--- src/rtl/memory_arbiter.sv ---
// Arbitrates the single memory port between instruction fetch and data access.
// Fixed data priority with a fetch anti-starvation counter and a lock for atomic sequences.
module memory_arbiter #(
  parameter int D_BURST = 4
) (
  input  logic        clk,
  input  logic        n_reset,
  input  logic        i_req,
  input  logic [31:0] i_addr,
  output logic        i_gnt,
  output logic        i_valid,
  output logic [31:0] i_rdata,
  output logic        i_abort,
  input  logic        d_req,
  input  logic [31:0] d_addr,
  input  logic [31:0] d_wdata,
  input  logic        d_write,
  input  logic        d_size,
  input  logic        d_lock,
  input  logic        priv,
  output logic        d_gnt,
  output logic        d_valid,
  output logic [31:0] d_rdata,
  output logic        d_abort,
  output logic [31:0] addr,
  output logic [31:0] wdata,
  output logic        write,
  output logic        size,
  output logic [1:0]  prot,
  output logic [1:0]  trans,
  input  logic [31:0] rdata,
  input  logic        abort
);

  localparam logic [1:0] OWN_NONE   = 2'd0;
  localparam logic [1:0] OWN_INSTR  = 2'd1;
  localparam logic [1:0] OWN_DATA   = 2'd2;
  localparam logic [1:0] OWN_LOCKED = 2'd3;

  localparam logic [1:0] SRC_NONE  = 2'd0;
  localparam logic [1:0] SRC_FETCH = 2'd1;
  localparam logic [1:0] SRC_DATA  = 2'd2;

  localparam logic [3:0] BURST_MAX = 4'(D_BURST);

  logic [1:0]  r_own;
  logic [3:0]  r_starve;
  logic [1:0]  r_ap_src;
  logic [1:0]  r_dp_src;
  logic [31:0] r_addr;
  logic [31:0] r_wdata;
  logic        r_write;
  logic        r_size;
  logic [1:0]  r_prot;
  logic [1:0]  r_trans;

  logic        w_locked;
  logic        w_fetch_due;
  logic        w_d_win;
  logic        w_i_win;
  logic [1:0]  w_nxt_src;
  logic [31:0] w_nxt_addr;
  logic        w_seq;

  // Internal wins are ungated; only the visible grants are forced low during reset.
  assign w_locked    = (r_own == OWN_LOCKED);
  assign w_fetch_due = (r_starve == BURST_MAX);
  assign w_d_win     = d_req & (w_locked | ~i_req | ~w_fetch_due);
  assign w_i_win     = i_req & ~w_locked & (~d_req | w_fetch_due);

  assign w_nxt_src  = w_d_win ? SRC_DATA : (w_i_win ? SRC_FETCH : SRC_NONE);
  assign w_nxt_addr = w_d_win ? d_addr : i_addr;
  assign w_seq      = (w_nxt_src == r_ap_src) && (w_nxt_addr == (r_addr + 32'd1));

  assign d_gnt = w_d_win & n_reset;
  assign i_gnt = w_i_win & n_reset;

  assign addr  = r_addr;
  assign wdata = r_wdata;
  assign write = r_write;
  assign size  = r_size;
  assign prot  = r_prot;
  assign trans = r_trans;

  assign i_valid = (r_dp_src == SRC_FETCH);
  assign d_valid = (r_dp_src == SRC_DATA);
  assign i_abort = i_valid & abort;
  assign d_abort = d_valid & abort;
  assign i_rdata = rdata;
  assign d_rdata = rdata;

  // Address-phase bus registers, loaded on every grant.
  always_ff @(posedge clk or negedge n_reset) begin
    if (!n_reset) begin
      r_addr  <= 32'd0;
      r_wdata <= 32'd0;
      r_write <= 1'b0;
      r_size  <= 1'b0;
      r_prot  <= 2'b00;
      r_trans <= 2'b00;
    end else if (w_d_win || w_i_win) begin
      r_addr  <= w_nxt_addr;
      r_wdata <= w_d_win ? d_wdata : 32'd0;
      r_write <= w_d_win & d_write;
      r_size  <= w_d_win ? d_size : 1'b1;
      r_prot  <= {priv, w_d_win};
      r_trans <= w_seq ? 2'b11 : 2'b10;
    end else begin
      r_trans <= 2'b00;
    end
  end

  // Ownership state; a lock survives idle cycles until an unlocked data grant.
  always_ff @(posedge clk or negedge n_reset) begin
    if (!n_reset) begin
      r_own <= OWN_NONE;
    end else if (w_d_win) begin
      r_own <= d_lock ? OWN_LOCKED : OWN_DATA;
    end else if (w_i_win) begin
      r_own <= OWN_INSTR;
    end else if (w_locked) begin
      r_own <= OWN_LOCKED;
    end else begin
      r_own <= OWN_NONE;
    end
  end

  // Counts data grants that passed over a waiting fetch, saturating at the burst limit.
  always_ff @(posedge clk or negedge n_reset) begin
    if (!n_reset) begin
      r_starve <= 4'd0;
    end else if (w_d_win && i_req) begin
      r_starve <= w_fetch_due ? r_starve : (r_starve + 4'd1);
    end else if (w_i_win || !i_req) begin
      r_starve <= 4'd0;
    end else begin
      r_starve <= r_starve;
    end
  end

  // Pipeline of requester identities: address phase, then data phase.
  always_ff @(posedge clk or negedge n_reset) begin
    if (!n_reset) begin
      r_ap_src <= SRC_NONE;
      r_dp_src <= SRC_NONE;
    end else begin
      r_ap_src <= w_nxt_src;
      r_dp_src <= r_ap_src;
    end
  end

endmodule

--- config.mk ---
export PLATFORM = sky130hd
export DESIGN_NAME = memory_arbiter
export DESIGN_NICKNAME = d
export VERILOG_FILES = /design/src/rtl/memory_arbiter.sv
export SDC_FILE = /design/constraint.sdc
export NUM_CORES = 1
export LEC_CHECK = 0
export BUFFER_PORTS_ARGS = -buffer_cell sky130_fd_sc_hd__buf_4
export CAP_MARGIN = 5
export CORE_AREA = 2 2 109 111
export CTS_BUF_LIST = sky130_fd_sc_hd__clkbuf_8
export DETAILED_ROUTE_END_ITERATION = 12
export DIE_AREA = 0 0 111 113
export GPL_TIMING_DRIVEN = 0
export PLACE_DENSITY = 0.76
export RECOVER_POWER = 50
export SYNTH_ARGS = -nofsm -noshare
export SYNTH_HDL_FRONTEND = slang
export SYNTH_SLANG_ARGS = --single-unit
--- constraint.sdc ---
create_clock -name clk -period 4.2 [get_ports clk]
set_clock_uncertainty 0.15 [all_clocks]
set_input_delay 0.21 -clock clk [delete_from_list [all_inputs] [get_ports clk]]
set_output_delay 0.21 -clock clk [all_outputs]
set_load 0.05 [all_outputs]
Word-level counts from Yosys, hierarchy flattened
Index checks and enable logic that the tools add are counted.
W data, S select, Z words.
{"block": "word_totals", "reg_bits": 80, "inputBits": 137, "output_inout_bits": 140, "elab_cells": 55}
{"block": "classes", "addsub": 2, "eq_ne": 7, "mux": 14, "n_bitwise": 15, "reduce_logical": 7}
{"cell": "$mux W32", "n": 2}
{"cell": "$add A32 B1 Y32 const B", "n": 1}
{"cell": "$eq A32 B32 Y1", "n": 1}
{"cell": "$mux W4", "n": 3}
{"cell": "$mux W2", "n": 5}
{"cell": "$and A1 B1 Y1", "n": 8}
{"cell": "$add A4 B1 Y4 const B", "n": 1}
{"cell": "$eq A2 B2 Y1 const B", "n": 2}
{"cell": "$eq A4 B3 Y1 const B", "n": 1}
{"cell": "$mux W1", "n": 4}
{"cell": "$not A1 Y1", "n": 4}
{"cell": "$or A1 B1 Y1", "n": 3}
{"cell": "$eq A2 B1 Y1 const B", "n": 1}
{"cell": "$eq A2 B2 Y1", "n": 1}
{"cell": "$logic_and A1 B1 Y1", "n": 2}
{"cell": "$logic_or A1 B1 Y1", "n": 2}
{"cell": "$ne A2 B2 Y1 const B", "n": 1}
{"cell": "$reduce_and A2 Y1", "n": 1}
{"cell": "$reduce_bool A2 Y1", "n": 1}
{"cell": "$logic_not A1 Y1", "n": 1}

Logic depth before layout (Yosys ltp)
Gate-level depths: netlist of the first run.
{"block": "depth", "word_depth": 10, "mapped_depth": 13}

Worst setup path after synthesis of the first run
Ideal clock, no wire load.
{"block": "synth_path", "path_kind": "register to register", "from": "reg r_addr[0], in the netlist addr[0]", "to": "reg r_trans[0], in the netlist trans[0]", "t_arrival_ps": 2766, "t_required_ps": 3964, "setup_slack_ps": 1198, "path_stages_with_launch": 10, "path_buffers": 0, "synth_period_minus_slack_ps": 3002, "cell_sequence": "dfrtp_1 > ha_1 > nand3_1 > nor4_4 > and2_1 > nand4_1 > or3_1 > a221oi_1 > o221ai_1 > nor3_1"}
{"block": "synth_via", "elab_chain_len": 5}
{"element": "from (decl)", "line": "50", "source": "logic [31:0] r_addr;"}
{"element": "from (signal assigned)", "line": "102", "source": "r_addr <= w_nxt_addr;"}
{"element": "$add A32 B1 Y32", "line": "73", "source": "assign w_seq = (w_nxt_src == r_ap_src) && (w_nxt_addr == (r_addr + 32'd1));"}
{"element": "$eq A32 B32 Y1", "line": "73"}
{"element": "$logic_and A1 B1 Y1", "line": "73"}
{"element": "$mux W1", "line": "107", "source": "r_trans <= w_seq ? 2'b11 : 2'b10;"}
{"element": "$mux W2", "line": "101", "source": "end else if (w_d_win || w_i_win) begin"}
{"element": "to (signal assigned)", "line": "107"}
{"element": "to (decl)", "line": "55", "source": "logic [1:0] r_trans;"}
No other way between the ends.
A chain may end at the register's enable or synchronous reset.

Final worst setup path of the first run
{"block": "layout_path", "from": "reg r_starve[0]", "to": "out d_gnt"}
{"block": "layout_via", "elab_chain_len": 5}
{"element": "from (decl)", "line": "47", "source": "logic [3:0] r_starve;"}
{"element": "from (signal assigned)", "line": "133", "source": "r_starve <= w_fetch_due ? r_starve : (r_starve + 4'd1);"}
{"element": "from (signal assigned)", "line": "137", "source": "r_starve <= r_starve;"}
{"element": "$eq A4 B3 Y1", "line": "67", "source": "assign w_fetch_due = (r_starve == BURST_MAX);"}
{"element": "$not A1 Y1", "line": "68", "source": "assign w_d_win = d_req & (w_locked | ~i_req | ~w_fetch_due);"}
{"element": "$or A1 B1 Y1", "line": "68"}
{"element": "$and A1 B1 Y1", "line": "68"}
{"element": "via w_d_win", "line": "59", "source": "logic w_d_win;"}
{"element": "$and A1 B1 Y1", "line": "75", "source": "assign d_gnt = w_d_win & n_reset;"}
{"element": "to (decl)", "line": "21", "source": "output logic d_gnt,"}
The timed path passes the listed nets, and every way through them passes these cells.

==> results_dict.tcl, run 1 <==
set metrics [dict create \
    numCtsBuffers 9 \
    synth_compound_area_share_pct 14.3 \
    synthToLayoutAreaGrowth_pct 43.8 \
    path_cells "inv_1 > ha_1 > nand3b_1 > o21ai_4 > inv_2 > buf_2 > clkbuf_1 > buf_1 > and2_1 > buf_4" \
    synthFlopType "dfrtp_1" \
    route.vias.total 4747 \
    syn-cell-area_um2 4810 \
    crit_buf_inv 6 \
    grt_max_degree 83 \
    initial_utilization_pct 42.7 \
    worst_slew_pin_slew_ns 1.99 \
    syn_avg_cell_area_um2 10.0 \
    cp_max_fo 10 \
    critPathRequiredTime_ns 3.84 \
    cts_tree "done" \
    preCtsSetupSlack_ns 0.828 \
    synth-adder-area-share_pct 0.780 \
    ff_latch_area_um2 2000 \
    grt_pass1_wl_um 24500 \
    holdPathStages 3 \
    setup-tns-final_ns 0 \
    multi_input_area_um2 2220 \
    dr_wl_met3_um 1530 \
    io_buffer_count 243 \
    place_inst 867 \
    die_h_um 113 \
    period_share_pct 86.3 \
    nFillCells 1048 \
    crit_path_start_kind "flip-flop" \
    met1_length_um 6000 \
    rsz0062_at_grt "false" \
    cts-resized-gates 0 \
    cpMaxStageDelayCell "clkbuf_1" \
    hp-class "in -> reg" \
    reg2reg_slack_ns 0.78 \
    ant_nets 0 \
    track_usage_pct 24.4 \
    finalNetCount 913 \
    fin_cells 921 \
    ys_seq_area_share_pct 41.6 \
    n_antenna_cell 0 \
    r2r_end "trans[0]" \
    synth_mux_area_share_pct 7.28 \
    maxCapViolCount 1 \
    synth_fp_nets 621 \
    clkTransAtPathRegs_ns 0.08 \
    synthCells 481 \
    cts_sinks 80 \
    power.density_nw_per_um2 373 \
    synth_top_family_by_area "compound AO/OA/AOI/OAI gates" \
    violations "max-capacitance violations, max-slew violations" \
    critical_path_class "reg -> out" \
    rr_worst_depth 12 \
    yosys.area_share.xor_xnor_pct 9.80 \
    ys_warn_count 0 \
    fp.dieW_um 111 \
    worstReg2RegStart "r_starve[0]" \
    wl_per_cell_um 17.1 \
    critPathTopFamily "buffers and inverters" \
    core_area_um2 11300 \
    via_per_inst 5.15 \
    fin_ws_ns 0.576 \
    slowest_delay_ns 0.46 \
    fin_crit_ns 3.62 \
    cp.arrival_ns 3.26 \
    yosysUniqueCellTypes 59 \
    root_buffer "clkbuf_8" \
    ioPinCount 277 \
    total_power_uw 2580 \
    drtIter0Drc 179 \
    min-delay-start "i_addr[5]" \
    hold_ws_ns 0.0470 \
    crit_path_end_kind "output port" \
    grt_overflow 0 \
    dpl.hpwl_um 11700 \
    wl_met2_um 7970 \
    routed_wirelength_um 15800 \
    drive_above_1_share_pct 25.7 \
    ys_top_cells_by_area "dfrtp_1 42%, buf_4 10%, mux2i_1 6.2%" \
    layout_common_cells "170 x buf_4, 147 x clkbuf_1, 80 x dfrtp_1" \
    ir_drop_mv 0.247 \
    hold_end "addr[5]" \
    synth-edff-count 0 \
    synth_area_leader_cell "dfrtp_1" \
    antenna_found_initial 0 \
    yosys.area_share.simple_pct 13.9 \
    final_common_cell "buf_4" \
    synth-seq-cells 80 \
    die_area_um2 12500 \
    setup_viol 0 \
    drc_errors 0 \
    p_leak_uw 0.00316 \
    htree_num_levels 3 \
    first_pass_iters 5 \
    synth_top_area_share_pct 41.6 \
    clockBufferDepth 2 \
    grt_pass1_vias 4914 \
    gp_congestion 0.894 \
    dr.max_layer_used "met4" \
    clk_latency_ns 0.35 \
    max_slew_margin_pct -32.8 \
    row_count 39 \
    async_flop_share_pct 100 \
    slew_violations 83 \
    max_freq_mhz 276 \
    finalHoldViolCount 0 \
    status "finished with violations" \
]
## cell usage after synthesis, types with 2 or more instances
cell / n
nand3_1: 17
nor2b_1: 4
a21oi_1: 36
clkbuf_1: 11
inv_1: 5
buf_4: 64
dfrtp_1: 80
and4_1: 5
a22o_1: 33
or3_1: 3
buf_2: 2
ha_1: 3
nor4_1: 2
o21ai_0: 5
nand4_1: 7
mux2i_2: 2
nand2b_1: 3
nor2_1: 44
buf_1: 7
and2_1: 7
xnor2_1: 29
nand2_1: 24
nor3_1: 3
mux2i_1: 30
xor3_1: 2
xor2_1: 15
and3_1: 5
a21boi_0: 2
## cell families (layout without fill, tap and decap cells)
| logic type | count (synthesis) | count (layout) |
|---|---|---|
| mux | 33 | 33 |
| fa+ha+maj | 3 | 3 |
| xor+xnor | 48 | 48 |
| compound gates | 95 | 95 |
| buf+inv | 91 | 388 |
| simple gates | 131 | 131 |
| flops | 80 | 80 |
## worst max path at each step
stage | from | endpoint | cells past startpoint
4_1_cts | r_starve[0] | d_gnt | 10
6_report | r_starve[0] | d_gnt | 10
3_5_place_dp | r_starve[0] | trans[0] | 12
3_3_place_gp | r_starve[0] | trans[0] | 12
2_1_floorplan | addr[0] | trans[0] | 9
5_1_grt | r_starve[0] | d_gnt | 10
## worst reg2reg max path: stages (launching register included)
cell      delay, ns
dfrtp_1        0.39
inv_1          0.09
ha_1           0.20
nand3b_1       0.25
o21ai_4        0.11
inv_2          0.19
buf_2          0.39
clkbuf_1       0.46
mux2i_1        0.40
xnor2_1        0.15
a311oi_1       0.28
o211ai_1       0.14
nor3_1         0.16
## power breakdown
| part | internal, uW | switching, uW | leakage (uW) |
|---|---|---|---|
| sequential | 844 | 88.7 | 0.000959 |
| combinational | 316 | 648 | 0.00207 |
| clock | 392 | 290 | 0.000126 |
| total | 1550 | 1030 | 0.00316 |
## layer usage
layer | GRT usage, % | vias to the layer above
li1 | - | 2210
met1 | 26.7 | 2268
met2 | 44.3 | 245
met3 | 8.89 | 24
met4 | 7.83 | 0
met5 | 0 | -
## registers in the layout, summed over array words and instances (netlist names)
register	cells
r_starve	4
write	1
r_ap_src	2
prot	2
trans	2
addr	32
r_dp_src	2
r_own	2
size	1
wdata	32
## layout make-up
class | instances | share of cell area (%)
inverter | 6 | 0.326
timing repair buffer | 281 | 24.5
multi-input combinational | 310 | 32.1
clock buffer | 9 | 1.79
buffer | 85 | 8.23
clock inverter | 7 | 1.61
tap | 143 | 2.59
sequential | 80 | 28.9
## metrics by stage
step	instance area, um^2	utilization, %
6_report	6920	61.4
5_1_grt	6920	61.4
4_1_cts	7430	65.9
3_5_place_dp	6810	60.5
3_3_place_gp	6810	60.5
2_1_floorplan	4810	-
## timing repair
| item | 4_1_cts | 5_1_grt |
|---|---|---|
| buffers inserted | 0 | 0 |
| hold endpoints to repair | 120 | 0 |
| hold buffers | 38 | 0 |
Power figures use the tool's default switching activity.
==> inputs of run 2 (changes only) <==
- ABC_AREA: default -> 1
- CORE_AREA: 2 2 109 111 -> default
- CORE_MARGIN: default -> 2
- CORE_UTILIZATION: default -> 52
- DIE_AREA: 0 0 111 113 -> default
- PLACE_DENSITY: 0.76 -> 0.87
==> results_dict.tcl, run 2 <==
set metrics [dict create \
    max_slew_margin_pct 31.5 \
    critPathRequiredTime_ns 4.33 \
    dpl.hpwl_um 14300 \
    drtIter0Drc 422 \
    hp-class "in -> reg" \
    ant_nets 0 \
    setup-tns-final_ns 0 \
    preCtsSetupSlack_ns 1.74 \
    ys_seq_area_share_pct 35.5 \
    route.vias.total 6517 \
    max_freq_mhz 393 \
    syn_avg_cell_area_um2 6.82 \
    cp_max_fo 10 \
    ys_top_cells_by_area "dfrtp_1 36%, nand2_1 19%, buf_4 8.8%" \
    initial_utilization_pct 52.7 \
    finalNetCount 1259 \
    min-delay-start "i_req" \
    die_h_um 108 \
    pwr-share-clk_pct 20.4 \
    clkTransAtPathRegs_ns 0.10 \
    drive_above_1_share_pct 19.7 \
    hold_buffers 38 \
    cts_setup_buffers 0 \
    synthToLayoutAreaGrowth_pct 36.9 \
    gp_congestion 0.970 \
    holdPathStages 3 \
    power.density_nw_per_um2 368 \
    ys_warn_count 0 \
    p_switching_uw 1380 \
    grt_pass1_vias 6177 \
    p_leak_uw 0.00402 \
    worstReg2RegStart "r_starve[1]" \
    via_per_inst 5.16 \
    final_common_cell "nand2_1" \
    crit_path_end_kind "flip-flop" \
    cts-resized-gates 0 \
    cp.arrival_ns 2.68 \
    ioPinCount 277 \
    async_flop_share_pct 100 \
    cts_sinks 80 \
    synth_fp_nets 966 \
    numCtsBuffers 9 \
    root_buffer "clkbuf_8" \
    grt_max_degree 82 \
    synthCells 826 \
    n_antenna_cell 0 \
    wl_per_cell_um 15.8 \
    yosys.cell_count.top_type "nand2_1" \
    status "finished, final reports clean" \
    maxCapViolCount 0 \
    antenna_found_initial 0 \
    die_area_um2 11700 \
    row_count 38 \
    core_area_um2 10700 \
    r2r_end "trans[0]" \
    intPower_uw 1460 \
    synthFlopType "dfrtp_1" \
    finalHoldViolCount 0 \
    yosysUniqueCellTypes 31 \
    switching_share_pct 48.6 \
    layout_common_cells "281 x nand2_1, 175 x buf_4, 146 x clkbuf_1" \
    synth_area_leader_cell "dfrtp_1" \
    drc_errors 0 \
    period_share_pct 60.6 \
    ir_drop_mv 0.222 \
    fin_crit_ns 2.54 \
    p_comb_share_pct 44.4 \
    setup_viol 0 \
    crit_path_start_kind "flip-flop" \
    first_pass_iters 5 \
    rr_worst_depth 15 \
    grt_pass1_wl_um 30400 \
    synth-edff-count 0 \
    syn-cell-area_um2 5630 \
    clk_latency_ns 0.37 \
    reg2reg_slack_ns 1.66 \
    synth_top_area_share_pct 35.5 \
    synthTopCellsByCount "281 x nand2_1, 103 x inv_1, 80 x dfrtp_1, 66 x buf_4, 65 x nor2_1" \
    slew_violations 0 \
    fin_ws_ns 1.66 \
    htree_num_levels 3 \
    cts_tree "done" \
    hold_end "r_starve[2]" \
    grt_overflow 0 \
    routed_wirelength_um 19900 \
    seqPwrFrac_pct 35.2 \
    io_buffer_count 244 \
    synth-seq-cells 80 \
    clockBufferDepth 2 \
    track_usage_pct 33.7 \
    worst_slew_pin_slew_ns 1.03 \
    fp.dieW_um 108 \
    critical_path_class "reg -> reg" \
    rsz0062_at_grt "false" \
]
run 2: cell count changes in the layout (fill, tap and decap cells not counted), moves of 7 or more:
cell | previous run | this run
xor2_1 | 15 | 6
a21oi_1 | 36 | 6
buf_1 | 7 | 0
xnor2_1 | 29 | 4
o21ai_0 | 5 | 55
nor2_1 | 44 | 65
nand2_1 | 24 | 281
and2_1 | 7 | 0
mux2i_1 | 30 | 0
nand3_1 | 17 | 50
o21ai_1 | 0 | 7
inv_1 | 7 | 103
run 2: critical path, stage by stage, from the launching register on:
cell     delay (ns)
dfrtp_1        0.40
inv_1          0.12
ha_1           0.17
nand3_1        0.07
nand2_1        0.12
nand2_4        0.10
buf_2          0.24
o21ai_0        0.42
inv_1          0.09
nand2_1        0.08
nand2_1        0.05
inv_1          0.04
nand2_1        0.04
nor2_1         0.15
nand3_1        0.11
nor2_1         0.12
run 2: cells by family after synthesis:
| group | after synthesis | share of synthesized area, % |
|---|---|---|
| flops | 80 | 35.5 |
| compound gates | 110 | 12.3 |
| fa+ha+maj | 3 | 0.666 |
| buf+inv | 189 | 17.3 |
| simple gates | 434 | 32.6 |
| xor+xnor | 10 | 1.55 |
run 2: power groups by stage:
stage	combinational [uW]	sequential (uW)	clock, uW
6_report	1260	1000	579
4_1_cts	1360	994	578
3_5_place_dp	1330	1010	0
5_1_grt	1360	1010	617
2_1_floorplan	576	1300	0
3_3_place_gp	1300	1010	0
run 2: worst max-delay path by stage:
stage | slack (ns) | end | startpoint
final | 1.66 | trans[0] | r_starve[1]
after detailed placement | 1.74 | trans[0] | r_starve[0]
after floorplan | 1.94 | trans[0] | addr[1]
after global placement | 1.77 | trans[0] | r_starve[0]
after global routing | 1.49 | trans[0] | r_starve[1]
after CTS | 1.69 | trans[0] | r_starve[0]
run 2: cell type report:
cell class / instances / area (um^2)
flip-flops and latches: 80 / 2000
plain buffers: 86 / 588
well taps: 140 / 175
clock buffers: 9 / 124
clock inverters: 7 / 75.1
fillers: 989 / 2980
repair buffers: 282 / 1710
inverters: 103 / 387
multi-input cells: 557 / 2660
run 2: through the flow:
stage / hold WS [ns] / instance area (um^2) / power [uW] / util (%) / instances
3_3_place_gp: 0.237 / 7640 / 2310 / 71.4 / 1210
3_5_place_dp: 0.248 / 7640 / 2330 / 71.4 / 1210
5_1_grt: 0.0318 / 7710 / 2990 / 72.1 / 1264
2_1_floorplan: -0.236 / 5630 / 1880 / - / 826
4_1_cts: 0.00865 / 8220 / 2930 / 76.8 / 1264
6_report: 0.0205 / 7710 / 2840 / 72.1 / 1264
run 2: metal layers:
metal / share of wire [%] / global-route usage [%] / vias to the layer above
met5: 0 / 0 / -
met4: 3.8 / 14.5 / 0
met3: 8.8 / 8.14 / 54
li1: - / - / 3117
met2: 49 / 58.0 / 318
met1: 39 / 40.2 / 3028
==> inputs of run 3 (changes only) <==
- ABC_AREA: 1 -> 0
- CORE_UTILIZATION: 52 -> 41
- PLACE_DENSITY: 0.87 -> 0.77
- clock period: 4.2 -> 2.1 ns (I/O delays scaled with it)
==> results_dict.tcl, run 3 (synthesis results as in run 1) <==
set metrics [dict create \
    status "finished with violations" \
    violations "negative hold slack, max-capacitance violations, max-slew violations, negative setup slack" \
    cts_tree "done" \
    ir_drop_mv 0.422 \
    root_buffer "clkbuf_8" \
    n_antenna_cell 0 \
    via_per_inst 5.08 \
    switching_share_pct 40.2 \
    grt_overflow 0 \
    crit_path_start_kind "flip-flop" \
    fin_ws_ns -0.887 \
    rsz0062_at_grt "true" \
    clockBufferDepth 2 \
    drive_above_1_share_pct 41.1 \
    intPower_uw 3210 \
    fp.dieW_um 112 \
    power.density_nw_per_um2 654 \
    clkTransAtPathRegs_ns 0.09 \
    cp.arrival_ns 3.12 \
    critical_path_class "reg -> reg" \
    total_power_uw 5370 \
    pwr-share-clk_pct 22.3 \
    dpl.hpwl_um 11600 \
    grt_pass1_vias 5305 \
    grt_pass1_wl_um 26900 \
    htree_num_levels 3 \
    p_switching_uw 2160 \
    wl_per_cell_um 18.0 \
    route.vias.total 5031 \
    die_area_um2 12600 \
    fin_crit_ns 2.99 \
    crit_path_end_kind "flip-flop" \
    multi_input_area_um2 2470 \
    hold_buffers 93 \
    final_common_cell "buf_4" \
    slowest_delay_ns 0.40 \
    row_count 39 \
    p_comb_share_pct 42.7 \
    dpl_cell_area_um2 6870 \
    drtIter0Drc 224 \
    ant_nets 0 \
    critPathRequiredTime_ns 2.23 \
    layout_common_cells "253 x buf_4, 93 x dlygate4sd3_1, 70 x clkbuf_1" \
    finalNetCount 982 \
    hp-class "in -> reg" \
    max_slew_margin_pct -35.9 \
    drc_errors 0 \
    die_h_um 112 \
    ioPinCount 277 \
    maxCapViolCount 1 \
    p_leak_uw 0.00376 \
    cts_sinks 80 \
    initial_utilization_pct 42.1 \
    worst_slew_pin_slew_ns 2.04 \
    routed_wirelength_um 17800 \
    synthToLayoutAreaGrowth_pct 70.7 \
    path_cells "inv_2 > ha_4 > nand3b_1 > o21ai_4 > inv_4 > buf_12 > mux2i_4 > xnor3_1 > or3_1 > a221oi_2 > o221ai_1 > nor3_2" \
    numCtsBuffers 9 \
    antenna_found_initial 0 \
    design_area_um2 8210 \
    gp_congestion 0.836 \
    cpMaxStageDelayCell "dfrtp_1" \
    first_pass_iters 4 \
    clk_latency_ns 0.36 \
    core_area_um2 11400 \
    cp_max_fo 6 \
    hold_ws_ns -0.0289 \
    slew_violations 83 \
    nFillCells 861 \
    grt_max_degree 83 \
    io_buffer_count 243 \
    seqPwrFrac_pct 35.0 \
    period_share_pct 142 \
    setup_viol 31 \
    max_freq_mhz 335 \
    track_usage_pct 27.0 \
    ff_latch_area_um2 2020 \
    finalHoldViolCount 2 \
]
run 3: changes by cell type in the layout (fill, tap and decap cells not counted), sizes merged, moves of 33 or more:
cell,before,now
buf,184,262
clkbuf,155,90
dlygate4sd3,38,93
inv,107,6
mux2i,0,33
nand2,288,24
nand3,51,17
nor2,77,44
o21ai,62,6
run 3: power groups by stage:
stage                     clock (uW)  sequential (uW)  combinational [uW]
after floorplan                    0             2350                 901
final                           1200             1880                2290
after global placement             0             1890                2030
after detailed placement           0             1890                2070
after global routing            1270             1900                2410
after CTS                       1220             1870                2260
run 3: layout make-up:
class,instances,area share [%]
Multi-Input combinational cell,310,30.1
Timing Repair Buffer,350,32.5
Inverter,6,0.305
Buffer,85,7.80
Sequential cell,80,24.6
Clock buffer,11,1.84
Clock inverter,5,0.670
Tap cell,143,2.18
run 3: what timing repair did:
item	CTS	global route
buffers inserted	7	7
pin swaps	4	2
gates resized for setup	27	47
endpoints found under the setup margin	72	63
hold endpoints to repair	150	80
gates cloned	1	0
run 3: final timing paths:
path	startpoint	endpoint	slack (ns)	cells after the start
worst max-delay path	r_starve[0]	trans[0]	-0.89	12
worst min-delay path	i_addr[28]	addr[28]	-0.03	3
worst max register to register	r_starve[0]	trans[0]	-0.89	12
worst min register to register	r_ap_src[1]	r_dp_src[1]	0.27	0
max in group asynchronous	n_reset	addr[12]	0.32	1
min in group asynchronous	n_reset	r_ap_src[1]	0.17	1
run 3: critical path, delay by kind of cell (launching register included):
family	cells	cell delay (ns)
AOI/OAI and AO/OA	3	0.66
muxes	1	0.22
buffers and inverters	3	0.34
xor gates and xnor gates	1	0.25
adders and majority gates	1	0.13
DFF	1	0.40
and+or+nand+nor	3	0.74
run 3: layer usage:
metal / vias to the layer above / GRT usage [%] / part of all wire [%]
li1: 2348 / - / -
met1: 2380 / 31.5 / 38
met2: 264 / 47.1 / 51
met3: 39 / 7.51 / 8.5
met4: 0 / 10.9 / 2.8
met5: - / 0 / 0
run 3: through the flow:
| step | instances | worst slack (ns) | util [%] | setup TNS (ns) |
|---|---|---|---|---|
| 6_report | 990 | -0.887 | 71.9 | -3.63 |
| 5_1_grt | 990 | -1.12 | 71.9 | -10.39 |
| 4_1_cts | 984 | -0.835 | 71.9 | -2.14 |
| 3_5_place_dp | 867 | -1.34 | 60.2 | -30.14 |
| 3_3_place_gp | 867 | -1.31 | 60.2 | -28.80 |
| 2_1_floorplan | 481 | -0.560 | - | -2.55 |
